File: src/rtl/edge_detect_pkg.sv
// Shared definitions for edge_detect_bank: edge-select encodings and helpers.
package edge_detect_pkg;

  typedef enum logic [1:0] {
    MODE_RISE = 2'b00,
    MODE_FALL = 2'b01,
    MODE_BOTH = 2'b10,
    MODE_OFF  = 2'b11
  } mode_t;

  // Counter wide enough to hold DB_CYCLES without wrapping.
  function automatic int unsigned cnt_width(input int unsigned db_cycles);
    return $clog2(db_cycles + 1);
  endfunction

endpackage

File: src/rtl/edge_debounce.sv
// One channel's debounce: a level must persist DB_CYCLES cycles before it is accepted.
// Counter is built only when EDGE_DETECT_DEBOUNCE_EN is defined; otherwise stable follows sync_in.
module edge_debounce
  import edge_detect_pkg::*;
#(
  parameter int unsigned DB_CYCLES = 16
) (
  input  logic clk,
  input  logic rst,
  input  logic sync_in,
  output logic stable
);

  if (DB_CYCLES < 1) begin : g_bad_db
    $error("edge_debounce: DB_CYCLES must be >= 1");
  end

`ifdef EDGE_DETECT_DEBOUNCE_EN
  localparam int unsigned CW = cnt_width(DB_CYCLES);
  localparam logic [CW-1:0] CNT_LAST = CW'(DB_CYCLES - 1);

  logic [CW-1:0] cnt;

  // Any cycle agreeing with stable restarts the count, so short glitches never land.
  always_ff @(posedge clk or negedge rst) begin
    if (!rst) begin
      cnt    <= '0;
      stable <= 1'b0;
    end else if (sync_in == stable) begin
      cnt <= '0;
    end else if (cnt == CNT_LAST) begin
      stable <= sync_in;
      cnt    <= '0;
    end else begin
      cnt <= cnt + CW'(1);
    end
  end
`else
  always_ff @(posedge clk or negedge rst) begin
    if (!rst) begin
      stable <= 1'b0;
    end else begin
      stable <= sync_in;
    end
  end
`endif

endmodule

File: src/rtl/edge_detect_bank.sv
// N-channel synchronize / debounce / edge-detect bank with selectable edge polarity.
// Debounce is enabled by defining EDGE_DETECT_DEBOUNCE_EN.
module edge_detect_bank
  import edge_detect_pkg::*;
#(
  parameter int unsigned N           = 4,
  parameter int unsigned SYNC_STAGES = 2,
  parameter int unsigned DB_CYCLES   = 16
) (
  input  logic         clk,
  input  logic         rst,
  input  logic [N-1:0] level_in,
  input  logic [1:0]   mode,
  output logic [N-1:0] level_out,
  output logic [N-1:0] pulse,
  output logic         any_pulse
);

  if (N < 1) begin : g_bad_n
    $error("edge_detect_bank: N must be >= 1");
  end
  if (SYNC_STAGES < 2) begin : g_bad_sync
    $error("edge_detect_bank: SYNC_STAGES must be >= 2");
  end

  logic [N-1:0] sync_q [SYNC_STAGES];
  logic [N-1:0] sync_out;
  logic [N-1:0] stable;
  logic [N-1:0] prev;
  logic [N-1:0] rise_c;
  logic [N-1:0] fall_c;
  logic [N-1:0] hit_c;

  // Metastability chain: stage 0 samples the raw asynchronous levels.
  always_ff @(posedge clk or negedge rst) begin
    if (!rst) begin
      sync_q <= '{default: '0};
    end else begin
      sync_q[0] <= level_in;
      for (int unsigned s = 1; s < SYNC_STAGES; s++) begin
        sync_q[s] <= sync_q[s-1];
      end
    end
  end

  assign sync_out = sync_q[SYNC_STAGES-1];

  for (genvar g = 0; g < int'(N); g++) begin : g_ch
    edge_debounce #(
      .DB_CYCLES (DB_CYCLES)
    ) u_debounce (
      .clk     (clk),
      .rst     (rst),
      .sync_in (sync_out[g]),
      .stable  (stable[g])
    );
  end

  assign level_out = stable;

  always_comb begin
    rise_c = stable & ~prev;
    fall_c = ~stable & prev;
    hit_c  = '0;
    case (mode)
      MODE_RISE: hit_c = rise_c;
      MODE_FALL: hit_c = fall_c;
      MODE_BOTH: hit_c = rise_c | fall_c;
      default:   hit_c = '0;
    endcase
  end

  // prev lags stable by one cycle, so each accepted change is seen for exactly one cycle.
  always_ff @(posedge clk or negedge rst) begin
    if (!rst) begin
      prev      <= '0;
      pulse     <= '0;
      any_pulse <= 1'b0;
    end else begin
      prev      <= stable;
      pulse     <= hit_c;
      any_pulse <= |hit_c;
    end
  end

endmodule

File: config.mk
export PLATFORM = sky130hd
export DESIGN_NAME = edge_detect_bank
export DESIGN_NICKNAME = d
export VERILOG_FILES = /design/src/rtl/edge_detect_pkg.sv /design/src/rtl/edge_debounce.sv /design/src/rtl/edge_detect_bank.sv
export SDC_FILE = /design/constraint.sdc
export NUM_CORES = 1
export LEC_CHECK = 0
export ABC_AREA = 1
export CORE_MARGIN = 2
export CORE_UTILIZATION = 47
export DETAILED_ROUTE_END_ITERATION = 7
export PLACE_DENSITY = 0.87
export SYNTH_ARGS = -nofsm -noshare
export SYNTH_HDL_FRONTEND = slang
export SYNTH_HIERARCHICAL = 1
export SYNTH_SLANG_ARGS = --single-unit
File: constraint.sdc
create_clock -name clk -period 1.4 [get_ports clk]
set_clock_uncertainty 0.2 [all_clocks]
set_input_delay 0.21 -clock clk [delete_from_list [all_inputs] [get_ports clk]]
set_output_delay 0.21 -clock clk [all_outputs]
set_load 0.03 [all_outputs]
==> flow_summary.toml, run 1 <==
[global_routing]
grt_start_max_net_pins = 22
grt_pass1_wl_um = 2080
antenna_found_initial = 0
grt_remaining_overflow = 0
grt_pass1_vias = 524
grt_use_total_pct = 15.2

[setup_path]
worstSetupStartpointType = "register"
crit_type = "reg2reg"
r2r_setup_slack_ps = 30
cp_slowest_cell = "dfrtp_2"
cp.arrival_ps = 1360
worstPathMaxFanout = 4
crit_required_ps = 1390
slowest_delay_ps = 410
crit_path_end_kind = "register"
crit_chain = "inv_2, ha_4, nand3b_1, nand3_2, nor2_1, nand2_1"

[power]
fin_total_pwr_mw = 1.10
ir_drop_v = 0.000823
p_leak_nw = 0.527
power.density_nw_per_um2 = 1070

[floorplan]
die_x_um = 44.7
die_y_um = 44.7
ios = 17
dieArea_um2 = 2000
start_util_pct = 51.1
rows = 14
core_um2 = 1520

[cells_and_area]
drive_above_1_share_pct = 31.3
register_area_um2 = 531
diodes = 0
area_delta_synth_final_pct = 32.0
nets = 100
finish.utilization_pct = 67.4
fill_cells = 117
multi_input_area_um2 = 233

[cts]
clockBufferDepth = 2
cts_max_level = 1
cts_buffers = 3
clk_pin_slew_ps = 110
cts.hold.buffers_added = 0
clk_latency_ps = 290
cts_num_sinks = 21
root_buffer = "clkbuf_4"
cts_tree = "built"

[logic_synthesis]
synthCells = 59
synth-seq-cells = 21
yosysSeqAreaShare_pct = 67.5
avgSynthCellArea_um2 = 13.2
yosysTopAreaCellShare_pct = 67.5
synth_top_area_cell = "dfrtp_1"
syn_nets = 75
ys_warn_count = 6
synth_cell_types = 8
synth_area_um2 = 778
synth_area_leaders = "dfrtp_1, ha_1, inv_1"

[run]
cap_violations = 0

[sta]
worst_pin_slew_ps = 253
finalSetupViolations = 0
min_period_over_period_pct = 97.8
rsz0062_at_grt = "yes"
hold_viol_final = 0
maxSlewHeadroom_pct = 83.1
slew_violations = 0
clock.fmax_ghz = 0.730
fin_crit_ps = 1370

[placed_design]
hpwl_um = 940
port_buffers = 16
gp_congestion = 0.838

[run_status]
outcome = "finished, final reports clean"

[detailed_routing]
drtAntennaViolNets = 0
viasPerCell = 5.08
drtIter0Drc = 11
drc = 0
drt_pass1_iterations = 4
routedWlPerCell_um = 11.9
wl_um = 1180
num_vias = 503

[min_path]
min-delay-path-class = "in2async"
-- routing by layer --
| layer | up-vias | share of wire, % | GRT usage (%) | wire length (um) |
|---|---|---|---|---|
| met5 | - | 0 | 0 | 0 |
| met4 | 0 | 0.68 | 9.70 | 8 |
| met3 | 2 | 7.8 | 4.80 | 92 |
| met2 | 18 | 54 | 27.2 | 642 |
| met1 | 250 | 37 | 14.8 | 438 |
| li1 | 233 | - | - | - |
-- timing repair --
item / 4_1_cts / 5_1_grt
gates resized for setup: 15 / 5
pin swaps: 1 / 5
setup buffers: 0 / 2
endpoints found under the setup margin: 6 / 2
-- power breakdown --
part           switching, mW  leakage (nW)  internal [mW]  total (mW)
clock                  0.158        0.0150          0.111       0.268
sequential            0.0172         0.245          0.645       0.662
combinational         0.0971         0.267         0.0765       0.174
-- cells in the final DEF, fill, tap and decap left out --
| cell | n |
|---|---|
| nand3_2 | 4 |
| ha_4 | 1 |
| clkbuf_1 | 1 |
| inv_2 | 1 |
| dfrtp_1 | 17 |
| ha_1 | 7 |
| nor2_1 | 3 |
| clkdlybuf4s50_1 | 7 |
| nand2_1 | 5 |
| inv_1 | 9 |
| buf_2 | 1 |
| clkbuf_4 | 3 |
| dfrtp_2 | 4 |
| nand3_1 | 4 |
| buf_4 | 8 |
| clkdlybuf4s15_2 | 4 |
| nand3b_1 | 4 |
-- cell usage after synthesis --
| library cell | n |
|---|---|
| inv_1 | 10 |
| nand3b_1 | 4 |
| nand3_2 | 3 |
| nand3_1 | 5 |
| ha_1 | 8 |
| dfrtp_1 | 21 |
| nand2_1 | 5 |
| nor2_1 | 3 |
-- flip-flops by register name (all words and copies together) (netlist names) --
| signal | flops |
|---|---|
| prev | 4 |
| sync_out | 4 |
| any_pulse | 1 |
| pulse | 4 |
| g_ch.u_debounce/stable | 4 |
| sync_q | 4 |
-- worst max-delay path: cells and delay by family, from the launching register on --
family | cells | cell delay (ps)
DFF | 1 | 410
and+or+nand+nor | 4 | 360
buffers and inverters | 1 | 50
adders and majority gates | 1 | 250
-- layout make-up --
type | count | area share (%)
clock buffer | 4 | 2.56
inverter | 10 | 3.65
multi-input combinational | 28 | 22.7
sequential | 21 | 51.6
tap | 16 | 1.95
timing repair buffer | 20 | 17.5
-- per-stage QoR --
step           hold WS, ps  std cells  cell area (um^2)  worst slack, ps  setup TNS, ps
3_3_place_gp           132         93               968             -128           -128
5_1_grt               48.6         99              1030            -38.9          -38.9
6_report              43.0         99              1030             30.1              0
3_5_place_dp           136         93               968             -181           -295
4_1_cts               43.3         97              1000             6.10              0
2_1_floorplan         -286         59               783             5.26              0
-- cells by family (layout without fill, tap and decap cells) --
| family | after synthesis | after routing | share of synthesized area [%] |
|---|---|---|---|
| DFF | 21 | 21 | 67.5 |
| adders and majority gates | 8 | 8 | 12.9 |
| buffers and inverters | 10 | 34 | 4.82 |
| and+or+nand+nor | 20 | 20 | 14.8 |
-- path summary, 6_finish.rpt --
| kind | startpoint | endpoint | cells past startpoint |
|---|---|---|---|
| max in group asynchronous | rst | g_ch[2].u_debounce/stable | 2 |
| min in group clk | level_in[3] | sync_q[7] | 1 |
| min | rst | prev[0] | 2 |
| min reg2reg | sync_q[4] | sync_out[0] | 0 |
| max | g_ch[2].u_debounce/stable | any_pulse | 6 |
| max reg2reg | g_ch[2].u_debounce/stable | any_pulse | 6 |
No activity file was read; power rests on OpenSTA's default activity.
==> inputs of run 2 (changes only) <==
- GPL_ROUTABILITY_DRIVEN: unset -> 0
==> results of run 2 <==
Same layout as run 1: the final DEF is identical, and so are final timing and power.
